### src/rtl/inv_driver_if.sv
// -----------------------------------------------------------------------------
// inv_driver_if
// Bundles the request, response and inverter-side signals of inv_driver.
// Signal names keep the block's established I_/O_ names, seen from the driver.
//   slave  : the driver's view (takes requests, drives responses and start)
//   master : the environment's view (issues requests, models the inverter)
// Parameters: WIDTH (operand/result width), TAG_W (request tag width).
// -----------------------------------------------------------------------------
interface inv_driver_if #(
  parameter int WIDTH = 268,
  parameter int TAG_W = 4
);
  logic             I_REQ_VALID;
  logic             O_REQ_READY;
  logic [WIDTH-1:0] I_REQ_DATA;
  logic [TAG_W-1:0] I_REQ_TAG;
  logic             O_RSP_VALID;
  logic             I_RSP_READY;
  logic [WIDTH-1:0] O_RSP_DATA;
  logic [TAG_W-1:0] O_RSP_TAG;
  logic             O_RSP_ERR;
  logic             O_INV_START;
  logic [WIDTH-1:0] O_INV_WDATA;
  logic             I_INV_BUSY;
  logic [WIDTH-1:0] I_INV_RDATA;
  logic             O_BUSY;

  modport slave (
    input  I_REQ_VALID, I_REQ_DATA, I_REQ_TAG, I_RSP_READY, I_INV_BUSY, I_INV_RDATA,
    output O_REQ_READY, O_RSP_VALID, O_RSP_DATA, O_RSP_TAG, O_RSP_ERR,
           O_INV_START, O_INV_WDATA, O_BUSY
  );

  modport master (
    output I_REQ_VALID, I_REQ_DATA, I_REQ_TAG, I_RSP_READY, I_INV_BUSY, I_INV_RDATA,
    input  O_REQ_READY, O_RSP_VALID, O_RSP_DATA, O_RSP_TAG, O_RSP_ERR,
           O_INV_START, O_INV_WDATA, O_BUSY
  );
endinterface

### src/rtl/inv_driver.sv
// -----------------------------------------------------------------------------
// inv_driver
// Initiator-side controller for the BN254 modular inverter. Accepts one tagged
// operand at a time, pulses the inverter's start for one cycle, follows its
// busy flag and returns the captured result with the tag and an error flag.
// Zero operands are answered locally (data 0, err 1) without a launch.
//
// Ports:
//   clk  - rising-edge clock
//   rst  - synchronous active-high reset
//   bus  - inv_driver_if.slave: request (valid/ready, data, tag), response
//          (valid/ready, data, tag, err), inverter start/wdata/busy/rdata,
//          and O_BUSY (high whenever the FSM is not idle)
//
// Optional feature: define INV_DRV_TIMEOUT_EN to build a watchdog counter that
// aborts an inversion with err = 1 once TIMEOUT cycles pass in WAIT_BUSY/RUN.
// -----------------------------------------------------------------------------
module inv_driver #(
  parameter int WIDTH   = 268,
  parameter int TAG_W   = 4,
  parameter int TIMEOUT = 4096
) (
  input  logic        clk,
  input  logic        rst,
  inv_driver_if.slave bus
);

  typedef enum logic [2:0] {
    ST_IDLE      = 3'd0,
    ST_ZERO      = 3'd1,
    ST_LAUNCH    = 3'd2,
    ST_WAIT_BUSY = 3'd3,
    ST_RUN       = 3'd4,
    ST_RESP      = 3'd5
  } state_t;

  state_t           state_r;
  state_t           state_next_s;
  logic [WIDTH-1:0] operand_r;
  logic [TAG_W-1:0] tag_r;
  logic [WIDTH-1:0] rsp_data_r;
  logic             rsp_err_r;
  logic             start_r;
  logic             rsp_valid_r;
  logic             busy_r;
  logic             req_ready_s;
  logic             accept_s;
  logic             rsp_load_s;
  logic [WIDTH-1:0] rsp_data_s;
  logic             rsp_err_s;
  logic             timeout_s;

  if (TIMEOUT < 1) begin : g_timeout_check
    $error("inv_driver: TIMEOUT must be at least 1");
  end

  // Ready is held low while in reset and while an abandoned inversion drains.
  assign req_ready_s = (state_r == ST_IDLE) && !bus.I_INV_BUSY && !rst;
  assign accept_s    = bus.I_REQ_VALID && req_ready_s;

`ifdef INV_DRV_TIMEOUT_EN
  localparam int CNT_W = $clog2(TIMEOUT + 1);
  logic [CNT_W-1:0] tmo_cnt_r;

  assign timeout_s = (tmo_cnt_r == CNT_W'(TIMEOUT));

  // Watchdog: cleared at launch, counts every cycle spent waiting on the inverter.
  always_ff @(posedge clk) begin
    if (rst) begin
      tmo_cnt_r <= {CNT_W{1'b0}};
    end else if (state_r == ST_LAUNCH) begin
      tmo_cnt_r <= {CNT_W{1'b0}};
    end else if ((state_r == ST_WAIT_BUSY) || (state_r == ST_RUN)) begin
      tmo_cnt_r <= tmo_cnt_r + CNT_W'(1);
    end else begin
      tmo_cnt_r <= tmo_cnt_r;
    end
  end
`else
  assign timeout_s = 1'b0;
`endif

  // Next-state and response-load decode.
  always_comb begin
    state_next_s = state_r;
    rsp_load_s   = 1'b0;
    rsp_data_s   = {WIDTH{1'b0}};
    rsp_err_s    = 1'b0;
    case (state_r)
      ST_IDLE: begin
        if (accept_s) begin
          if (bus.I_REQ_DATA == {WIDTH{1'b0}}) begin
            state_next_s = ST_ZERO;
          end else begin
            state_next_s = ST_LAUNCH;
          end
        end else begin
          state_next_s = ST_IDLE;
        end
      end
      ST_ZERO: begin
        state_next_s = ST_RESP;
        rsp_load_s   = 1'b1;
        rsp_err_s    = 1'b1;
      end
      ST_LAUNCH: begin
        state_next_s = ST_WAIT_BUSY;
      end
      ST_WAIT_BUSY: begin
        if (timeout_s) begin
          state_next_s = ST_RESP;
          rsp_load_s   = 1'b1;
          rsp_err_s    = 1'b1;
        end else if (bus.I_INV_BUSY) begin
          state_next_s = ST_RUN;
        end else begin
          state_next_s = ST_WAIT_BUSY;
        end
      end
      ST_RUN: begin
        // A finished result wins over a coincident timeout.
        if (!bus.I_INV_BUSY) begin
          state_next_s = ST_RESP;
          rsp_load_s   = 1'b1;
          rsp_data_s   = bus.I_INV_RDATA;
          rsp_err_s    = 1'b0;
        end else if (timeout_s) begin
          state_next_s = ST_RESP;
          rsp_load_s   = 1'b1;
          rsp_err_s    = 1'b1;
        end else begin
          state_next_s = ST_RUN;
        end
      end
      ST_RESP: begin
        if (bus.I_RSP_READY) begin
          state_next_s = ST_IDLE;
        end else begin
          state_next_s = ST_RESP;
        end
      end
      default: begin
        state_next_s = ST_IDLE;
      end
    endcase
  end

  // State register plus output flags registered from the next state.
  always_ff @(posedge clk) begin
    if (rst) begin
      state_r     <= ST_IDLE;
      start_r     <= 1'b0;
      rsp_valid_r <= 1'b0;
      busy_r      <= 1'b0;
    end else begin
      state_r     <= state_next_s;
      start_r     <= (state_next_s == ST_LAUNCH);
      rsp_valid_r <= (state_next_s == ST_RESP);
      busy_r      <= (state_next_s != ST_IDLE);
    end
  end

  // Operand/tag capture on accept and response capture on completion.
  always_ff @(posedge clk) begin
    if (rst) begin
      operand_r  <= {WIDTH{1'b0}};
      tag_r      <= {TAG_W{1'b0}};
      rsp_data_r <= {WIDTH{1'b0}};
      rsp_err_r  <= 1'b0;
    end else begin
      if (accept_s) begin
        operand_r <= bus.I_REQ_DATA;
        tag_r     <= bus.I_REQ_TAG;
      end
      if (rsp_load_s) begin
        rsp_data_r <= rsp_data_s;
        rsp_err_r  <= rsp_err_s;
      end
    end
  end

  assign bus.O_REQ_READY = req_ready_s;
  assign bus.O_RSP_VALID = rsp_valid_r;
  assign bus.O_RSP_DATA  = rsp_data_r;
  assign bus.O_RSP_TAG   = tag_r;
  assign bus.O_RSP_ERR   = rsp_err_r;
  assign bus.O_INV_START = start_r;
  assign bus.O_INV_WDATA = operand_r;
  assign bus.O_BUSY      = busy_r;

endmodule

### src/flat_wrapper.sv
// flat-port wrapper written by rule: the top's interface ports become plain ports
module inv_driver_flat 
#(
  parameter int WIDTH   = 268,
  parameter int TAG_W   = 4,
  parameter int TIMEOUT = 4096
)
  (clk, rst, bus_I_REQ_VALID, bus_I_REQ_DATA, bus_I_REQ_TAG, bus_I_RSP_READY, bus_I_INV_BUSY, bus_I_INV_RDATA, bus_O_REQ_READY, bus_O_RSP_VALID, bus_O_RSP_DATA, bus_O_RSP_TAG, bus_O_RSP_ERR, bus_O_INV_START, bus_O_INV_WDATA, bus_O_BUSY);
  inv_driver_if #(.WIDTH(WIDTH), .TAG_W(TAG_W)) bus_i ();
  input  logic clk;
  input  logic rst;
  input wire logic [$bits(bus_i.I_REQ_VALID)-1:0] bus_I_REQ_VALID;
  input wire logic [$bits(bus_i.I_REQ_DATA)-1:0] bus_I_REQ_DATA;
  input wire logic [$bits(bus_i.I_REQ_TAG)-1:0] bus_I_REQ_TAG;
  input wire logic [$bits(bus_i.I_RSP_READY)-1:0] bus_I_RSP_READY;
  input wire logic [$bits(bus_i.I_INV_BUSY)-1:0] bus_I_INV_BUSY;
  input wire logic [$bits(bus_i.I_INV_RDATA)-1:0] bus_I_INV_RDATA;
  output wire logic [$bits(bus_i.O_REQ_READY)-1:0] bus_O_REQ_READY;
  output wire logic [$bits(bus_i.O_RSP_VALID)-1:0] bus_O_RSP_VALID;
  output wire logic [$bits(bus_i.O_RSP_DATA)-1:0] bus_O_RSP_DATA;
  output wire logic [$bits(bus_i.O_RSP_TAG)-1:0] bus_O_RSP_TAG;
  output wire logic [$bits(bus_i.O_RSP_ERR)-1:0] bus_O_RSP_ERR;
  output wire logic [$bits(bus_i.O_INV_START)-1:0] bus_O_INV_START;
  output wire logic [$bits(bus_i.O_INV_WDATA)-1:0] bus_O_INV_WDATA;
  output wire logic [$bits(bus_i.O_BUSY)-1:0] bus_O_BUSY;
  assign bus_i.I_REQ_VALID = bus_I_REQ_VALID;
  assign bus_i.I_REQ_DATA = bus_I_REQ_DATA;
  assign bus_i.I_REQ_TAG = bus_I_REQ_TAG;
  assign bus_i.I_RSP_READY = bus_I_RSP_READY;
  assign bus_i.I_INV_BUSY = bus_I_INV_BUSY;
  assign bus_i.I_INV_RDATA = bus_I_INV_RDATA;
  assign bus_O_REQ_READY = bus_i.O_REQ_READY;
  assign bus_O_RSP_VALID = bus_i.O_RSP_VALID;
  assign bus_O_RSP_DATA = bus_i.O_RSP_DATA;
  assign bus_O_RSP_TAG = bus_i.O_RSP_TAG;
  assign bus_O_RSP_ERR = bus_i.O_RSP_ERR;
  assign bus_O_INV_START = bus_i.O_INV_START;
  assign bus_O_INV_WDATA = bus_i.O_INV_WDATA;
  assign bus_O_BUSY = bus_i.O_BUSY;
  inv_driver #(.WIDTH(WIDTH), .TAG_W(TAG_W), .TIMEOUT(TIMEOUT)) u_core (.clk(clk), .rst(rst), .bus(bus_i));
endmodule
### config.mk
export PLATFORM = sky130hd
export DESIGN_NAME = inv_driver_flat
export DESIGN_NICKNAME = d
export VERILOG_FILES = /design/src/rtl/inv_driver_if.sv /design/src/rtl/inv_driver.sv /design/src/flat_wrapper.sv
export SDC_FILE = /design/constraint.sdc
export NUM_CORES = 1
export LEC_CHECK = 0
export ABC_CLOCK_PERIOD_IN_PS = 4600
export CORE_AREA = 8 8 415 417
export DETAILED_ROUTE_END_ITERATION = 10
export DIE_AREA = 0 0 423 425
export DONT_BUFFER_PORTS = 1
export HOLD_SLACK_MARGIN = 0.1
export PLACE_DENSITY = 0.3
export SYNTH_ARGS = -nofsm -noshare
export SYNTH_HDL_FRONTEND = slang
export SYNTH_SLANG_ARGS = --single-unit
### constraint.sdc
create_clock -name clk -period 4.6 [get_ports clk]
set_input_delay 0.23 -clock clk [delete_from_list [all_inputs] [get_ports clk]]
set_output_delay 0.23 -clock clk [all_outputs]
set_load 0.005 [all_outputs]
# == Word-level counts from Yosys, hierarchy flattened ==
# Index checks and enable logic that the tools add are counted.
# Widths: inputs -> output; s select.
# totals
reg_bits,547
# classes
eq_ne,7
muxes,11
n_reduce_logical,8
# ops
op,n
$mux 268,2
$logic_not 268->1,1
$pmux 3 s6,1
$eq 3x2->1 const B,3
$eq 3x3->1 const B,3
$mux 3,2
$mux 2,2
$eq 3x1->1 const B,1
$logic_and 1x1->1,3
$logic_not 3->1,1
$mux 1,3
$reduce_bool 3->1,1
$logic_not 1->1,2
$pmux 1 s2,1

# == Logic depth before layout (Yosys ltp) ==
# Gate-level depths: netlist (run 1).
# logic_depth
ltp_word,7
depth_mapped,9
depth_no_buf,5

# == Worst setup path before layout (run 1) ==
# No wires, ideal clock.
# synth_path
kind,in2reg
startpoint,input bus_I_REQ_DATA[71]
endpoint,register u_core.state_r[1]
n_path_buf,0
arrival_time_ns,1.514
cell_stages,5
setup_ns,0.130
required_time_ns,4.470
slack_ns,2.956
path_cell_list,nor4_2 nand4_1 or4_4 nor4_4 a31oi_1
# synth_between
elab_chain_len,4
# synth_rtl
item,line,source
from (decl),flat_wrapper.sv:13,input wire logic [$bits(bus_i.I_REQ_DATA)-1:0] bus_I_REQ_DATA;
$logic_not 268->1,inv_driver.sv:92,if (bus.I_REQ_DATA == {WIDTH{1'b0}}) begin
$mux 2,inv_driver.sv:92,
$mux 2,inv_driver.sv:91,if (accept_s) begin
$pmux 3 s6,inv_driver.sv:89,case (state_r)
to (signal assigned),inv_driver.sv:156,state_r <= state_next_s;
to (decl),inv_driver.sv:37,state_t state_r;
# No other way between the ends.
# A chain may end at the register's enable or synchronous reset.

# == Worst setup path after layout (run 1) ==
# layout_path
startpoint,register u_core.state_r[1]
endpoint,"register u_core.operand_r[113], in the netlist u_core.bus.O_INV_WDATA[113]"
# layout_between
elab_chain_len,4
# layout_rtl
item,line,source
$logic_not 3->1,inv_driver.sv:58,assign req_ready_s = (state_r == ST_IDLE) && !bus.I_INV_BUSY && !rst;
$logic_and 1x1->1 (2 in series),inv_driver.sv:58,
net bus_O_REQ_READY,flat_wrapper.sv:18,output wire logic [$bits(bus_i.O_REQ_READY)-1:0] bus_O_REQ_READY;
$logic_and 1x1->1,inv_driver.sv:59,assign accept_s = bus.I_REQ_VALID && req_ready_s;
to (signal assigned),inv_driver.sv:166,operand_r <= {WIDTH{1'b0}};
to (signal assigned),inv_driver.sv:172,operand_r <= bus.I_REQ_DATA;
to (decl),inv_driver.sv:39,logic [WIDTH-1:0] operand_r;
# The timed path passes the listed nets, and every way through them passes these cells.

==> results.md, run 1 <==
- Run status: complete, no violations
- Combinational Power Share: 10.3%
- Reg2Reg Setup Slack: 1.14 ns
- Pwr Density: 386 nW/um2
- Post-CTS Repair Setup Buffers: 0
- FF-to-FF Start: u_core.state_r[1]$_SDFF_PP0_
- Max Clk Rate: 0.289 GHz
- Critical setup path kind: flip-flop to flip-flop
- Setup violators final: 0
- Async set or reset register ratio after synthesis: 0%
- CTS tree: yes
- First-pass GRT wire length: 196000 um
- Worst-path cell chain: nor2_1 > nor4b_4 > and2_4 > nand2_1 > dlygate4sd3_1 > a21oi_1 > dlygate4sd3_1
- TritonRoute pass-1 iters: 6
- Clock buffer depth: 3
- Cells after DPL: 4250
- Most used flip-flop cell after synthesis: dfxtp_1
- Cell Rows: 150
- Initial antenna violation count: 61
- P&R area growth vs syn: 71.1%
- Final Hold Violating Endpoints: 0
- Clock sinks: 547
- CP most frequent cell: dlygate4sd3_1
- Count leader, synth: nand2_1
- Worst VDD drop: 250 uV
- Die W: 423 um
- Final WL: 150000 um
- CTS HTree Levels: 3
- Worst R2R Path Depth: 7
- Initial Utilization: 11.4%
- Routability congestion estimate: 0.927
- Grt ovf: 0
- Netlist cell types: 29
- RSZ-0062 raised after global routing: false
- Sw Ratio: 27.6%
- Largest family of logic cells by synthesized area: simple AND/OR/NAND/NOR gates
- Post-synth top area share: 57.7%
- Post-DR vias/cell: 3.94
- Post-synth top area cell: dfxtp_1
- Worst slew pin tran: 1.17 ns
- Number of enable flip-flop cells after synthesis: 0
- Synthesized instance count: 2207
- Routed Antenna Nets: 0
- Sequential fraction of the synthesis area: 57.7%
- WHS: 0.179 ns
- Total CTS buffers: 75
- Core area: 166000 um2
- Slew Viols, Final: 0
- Proportion of power drawn by flip-flops and latches: 41.3%
- Compound-Gate Fraction of Synth Area: 18.3%
- Number of synthesized register bits: 547
- Top Ports: 1090
- Vias post-DR: 20800
- Slowest cell on crit path: and2_4
- Worst-path clk slew: 0.06 ns
- Setup Skew: 0.0247 ns
- Min-delay src: bus_I_REQ_DATA[20]
- Nets: 3523
- CTS resizes: 0
- Worst slew margin: 21.6%
- Terminus of the critical flop-to-flop path: u_core.bus.O_INV_WDATA[113]$_SDFFE_PP0N_
- Clock power frac: 48.4%
- Total track usage: 15.6%
- Period minus WS final: 3.46 ns
- Worst-path maximum fanout: 39
- Xor and xnor area share after synthesis: 0%
- Syn Area/Cell: 8.60 um2
- Synth Area in Simple Gates: 19.8%
- Die height: 425 um
- Multiplexer area fraction after synthesis: 0.0527%
- Lkg Pwr: 11.8 nW
- Non-filler cells, final: 5271
- Int Pwr: 9.06 mW
- Worst setup margin: 1.14 ns
- Vias in the first global route: 21000
- Later-pin clock latency in the skew report: 0.67 ns
- Worst hold stages: 4
- Adder-Cell Fraction of Synth Area: 0%
- WL/cell: 28.5 um
- Worst Hold Class: primary input to flip-flop
- Die area: 180000 um2
- Hold endpoint: u_core.state_r[1]$_SDFF_PP0_
- DRC viols: 0
- Largest net degree at the start of global routing: 313
- Net Count, Synth: 2752
- Layout cell share with drive strength beyond 1: 5.27%
- DP HPWL: 110000 um
- Psw: 3.46 mW
- Placed Area: 21300 um2
- Mapped cell area: 19000 um2
- Yosys warns: 0
- Crit share post-route: 75.2%
- CP Capture Type: flip-flop
- Worst path max stage delay: 0.65 ns
- Input/output buffers: 0
- Max cap viols: 0
- Area contributors post-synth: dfxtp_1 (58%), nand2_1 (11%), a22oi_1 (11%)
- Final core utilization: 19.6%
- Root Buffer: clkbuf_16
- Most frequent cells after synthesis: nand2_1 (551), dfxtp_1 (547), a21oi_1 (276)
- CP startpoint kind: flip-flop
- Worst slack at placement: 1.62 ns
- Power consumption: 12.5 mW
- Post-route cell area: 32500 um2
- Worst EP arrival: 4.06 ns
- Post-route setup TNS: 0 ns
- Worst Path Required: 5.20 ns
- DRT iter0 DRCs: 1756
## power groups by stage
stage / Clock (mW) / Combinational [mW] / Sequential [mW]
floorplan: 0 / 0.517 / 5.11
global placement: 0 / 0.625 / 5.29
detailed placement: 0 / 0.629 / 5.28
CTS: 6.34 / 1.30 / 5.18
global route: 6.49 / 1.39 / 5.20
finish: 6.06 / 1.29 / 5.17
## state kept, by name (all words and copies together), names as in the netlist
signal                  flops
u_core.bus.O_BUSY           1
u_core.bus.O_INV_WDATA    268
u_core.bus.O_RSP_VALID      1
u_core.bus.O_RSP_DATA     268
u_core.bus.O_RSP_ERR        1
u_core.state_r              3
u_core.bus.O_INV_START      1
u_core.bus.O_RSP_TAG        4
## worst max-delay path by stage
stage | slack [ns] | endpoint | cells after the start | from
global route | 0.91 | u_core.bus.O_INV_WDATA[170]$_SDFFE_PP0N_ | 7 | u_core.state_r[1]$_SDFF_PP0_
detailed placement | 1.62 | u_core.bus.O_INV_START$_SDFF_PP0_ | 5 | bus_I_REQ_DATA[231]
finish | 1.14 | u_core.bus.O_INV_WDATA[113]$_SDFFE_PP0N_ | 7 | u_core.state_r[1]$_SDFF_PP0_
global placement | 1.61 | u_core.state_r[1]$_SDFF_PP0_ | 5 | bus_I_REQ_DATA[231]
CTS | 1.12 | u_core.bus.O_INV_WDATA[166]$_SDFFE_PP0N_ | 7 | u_core.state_r[1]$_SDFF_PP0_
floorplan | 2.96 | u_core.state_r[1]$_SDFF_PP0_ | 5 | bus_I_REQ_DATA[71]
## critical path: cells and delay by family (launching register included)
| family | cells | cell delay [ns] |
|---|---|---|
| DFF | 1 | 0.42 |
| buffers and inverters | 2 | 1.16 |
| AOI/OAI and AO/OA | 1 | 0.12 |
| and+or+nand+nor | 4 | 1.60 |
## cell type report
class	instances	area, um2
Antenna cell	31	77.6
Inverter	1	3.75
Sequential cell	547	11000
Clock buffer	104	2160
Fill cell	18500	133000
Timing Repair Buffer	876	8900
Clock inverter	31	325
Multi-Input combinational cell	1477	7300
Tap cell	2204	2760
## placed cells by master (no fill, tap or decap), types with 2 or more instances in the layout
| cell | instances |
|---|---|
| dlygate4sd3_1 | 853 |
| clkbuf_1 | 15 |
| clkbuf_8 | 11 |
| nand2_1 | 550 |
| or4_1 | 2 |
| clkbuf_16 | 78 |
| nor4_2 | 9 |
| o21ai_0 | 3 |
| clkinv_4 | 2 |
| bufinv_16 | 4 |
| inv_6 | 5 |
| buf_16 | 2 |
| clkinv_2 | 13 |
| a211oi_1 | 2 |
| nand2b_1 | 3 |
| clkinv_8 | 3 |
| dfxtp_1 | 547 |
| clkinvlp_4 | 4 |
| diode_2 | 31 |
| nand4_1 | 16 |
| a22oi_1 | 268 |
| buf_12 | 12 |
| buf_4 | 9 |
| nor2_1 | 275 |
| nor4_1 | 58 |
| a21oi_1 | 276 |
## what timing repair did
item,CTS,global route
endpoints found under the hold margin,547,0
hold buffers,854,0
endpoints found under the setup margin,0,0
## routing by layer
layer	vias up	share of wire, %	track usage, %
li1	9167	-	-
met4	10	2.9	4.75
met2	1013	49	26.4
met5	-	0.046	0
met3	263	12	8.49
met1	10300	36	16.7
## logic make-up (layout without fill, tap and decap cells)
group / Yosys count / in the layout
AOI/OAI and AO/OA: 554 / 554
muxes: 1 / 1
and+or+nand+nor: 922 / 922
DFF: 547 / 547
buffers and inverters: 183 / 1012
other: 0 / 31
(Power assumes the default switching activity.)
==> run 2: changes to the inputs <==
- ABC_CLOCK_PERIOD_IN_PS: 4600 -> 3000
- clock period: 4.6 -> 3 ns (I/O delays scaled with it)
==> results.md, run 2 <==
- Routability congestion estimate: 0.901 (-2.9%)
- Placed Area: 21500 um2 (+0.83%)
- Number of enable flip-flop cells after synthesis: 0 (unchanged)
- Die height: 425 um (unchanged)
- Clock buffer depth: 3 (unchanged)
- Post-CTS Hold Buffers: 882 (+3.3%)
- Number of synthesized register bits: 547 (unchanged)
- Root Buffer: clkbuf_16
- Die W: 423 um (unchanged)
- Run status: did not finish
- Netlist cell types: 29 (unchanged)
- Syn Area/Cell: 8.60 um2 (unchanged)
- Input/output buffers: 0 (unchanged)
- Initial Utilization: 11.4% (unchanged)
- Async set or reset register ratio after synthesis: 0% (unchanged)
- Failed at: clock tree synthesis
- Post-synth top area share: 57.7% (unchanged)
- Total CTS buffers: 74 (-1.3%)
- Most frequent cells after synthesis: nand2_1 (551), dfxtp_1 (547), a21oi_1 (276)
- Area contributors post-synth: dfxtp_1 (58%), nand2_1 (11%), a22oi_1 (11%)
- Top Ports: 1090 (unchanged)
- DP HPWL: 111000 um (+0.70%)
- Net Count, Synth: 2752 (unchanged)
- Most used flip-flop cell after synthesis: dfxtp_1
- CTS resizes: 0 (unchanged)
- Yosys warns: 0 (unchanged)
- First error: [ERROR RSZ-0060] Max buffer count reached.
- CTS HTree Levels: 3 (unchanged)
- Synthesized instance count: 2207 (unchanged)
- Clock sinks: 547 (unchanged)
- Post-synth top area cell: dfxtp_1
- Sequential fraction of the synthesis area: 57.7% (unchanged)
- Count leader, synth: nand2_1
- Post-CTS Repair Setup Buffers: 0 (unchanged)
- Mapped cell area: 19000 um2 (unchanged)
- Cell Rows: 150 (unchanged)
run 2: cell counts after synthesis:
Identical to the previous run, type by type.
run 2: through the flow:
step | setup slack, ns | hold WS, ns | std cells
2_1_floorplan | 1.38 | 0.286 | 2207
3_3_place_gp | 0.562 | 0.286 | 4272
3_5_place_dp | 0.640 | 0.291 | 4272
run 2: kinds of logic after synthesis:
| logic type | count (synthesis) | synth area share (%) |
|---|---|---|
| multiplexers | 1 | 0.0527 |
| AND/OR/NAND/NOR | 922 | 19.8 |
| buffers and inverters | 183 | 4.13 |
| flip-flops | 547 | 57.7 |
| AO/OA/AOI/OAI | 554 | 18.3 |
==> run 3: changes to the inputs <==
- ABC_CLOCK_PERIOD_IN_PS: 3000 -> 3900
- CORE_AREA: 8 8 415 417 -> 8 8 414 416
- DIE_AREA: 0 0 423 425 -> 0 0 422 424
- HOLD_SLACK_MARGIN: 0.1 -> unset
- PLACE_DENSITY: 0.3 -> unset
- PLACE_DENSITY_LB_ADDON: unset -> 0.15
- clock period: 3 -> 3.9 ns (I/O delays scaled with it)
==> results.md, run 3 <==
- Most used flip-flop cell after synthesis: dfxtp_1
- Most frequent cells after synthesis: nand2_1 (551), dfxtp_1 (547), a21oi_1 (276)
- Input/output buffers: 0 (unchanged)
- Syn Area/Cell: 8.60 um2 (unchanged)
- Failed at: clock tree synthesis
- Post-CTS Hold Buffers: 875 (-0.79%)
- First error: [ERROR RSZ-0060] Max buffer count reached.
- Die W: 422 um (-0.24%)
- Die height: 424 um (-0.24%)
- Clock sinks: 547 (unchanged)
- Synthesized instance count: 2207 (unchanged)
- Worst slack at placement: 1.09 ns (+0.452 ns)
- Area contributors post-synth: dfxtp_1 (58%), nand2_1 (11%), a22oi_1 (11%)
- Async set or reset register ratio after synthesis: 0% (unchanged)
- Routability congestion estimate: 0.942 (+4.6%)
- Top Ports: 1090 (unchanged)
- DP HPWL: 112000 um (+0.44%)
- Clock buffer depth: 3 (unchanged)
- Run status: did not finish
- Post-CTS Repair Setup Buffers: 0 (unchanged)
- Cell Rows: 149 (-0.67%)
- Post-synth top area share: 57.7% (unchanged)
- CTS resizes: 0 (unchanged)
- Mapped cell area: 19000 um2 (unchanged)
- Net Count, Synth: 2752 (unchanged)
- Number of synthesized register bits: 547 (unchanged)
- Post-synth top area cell: dfxtp_1
- Number of enable flip-flop cells after synthesis: 0 (unchanged)
- Root Buffer: clkbuf_16
- Total CTS buffers: 75 (+1.4%)
- Sequential fraction of the synthesis area: 57.7% (unchanged)
- Count leader, synth: nand2_1
- Placed Area: 21300 um2 (-0.82%)
- Yosys warns: 0 (unchanged)
- Netlist cell types: 29 (unchanged)
- Initial Utilization: 11.5% (+0.10 points)
- CTS HTree Levels: 3 (unchanged)
[run 3: cell counts after synthesis]
No cell type changed its count.
[run 3: cells by family after synthesis]
kind of cell	after synthesis	synth area share (%)
multiplexers	1	0.0527
flip-flops	547	57.7
AND/OR/NAND/NOR	922	19.8
buffers and inverters	183	4.13
AO/OA/AOI/OAI	554	18.3
[run 3: per-stage QoR]
stage / utilization [%] / hold WS, ns / cells
3_3_place_gp: 13.0 / 0.334 / 4241
2_1_floorplan: - / 0.331 / 2207
3_5_place_dp: 13.0 / 0.338 / 4241
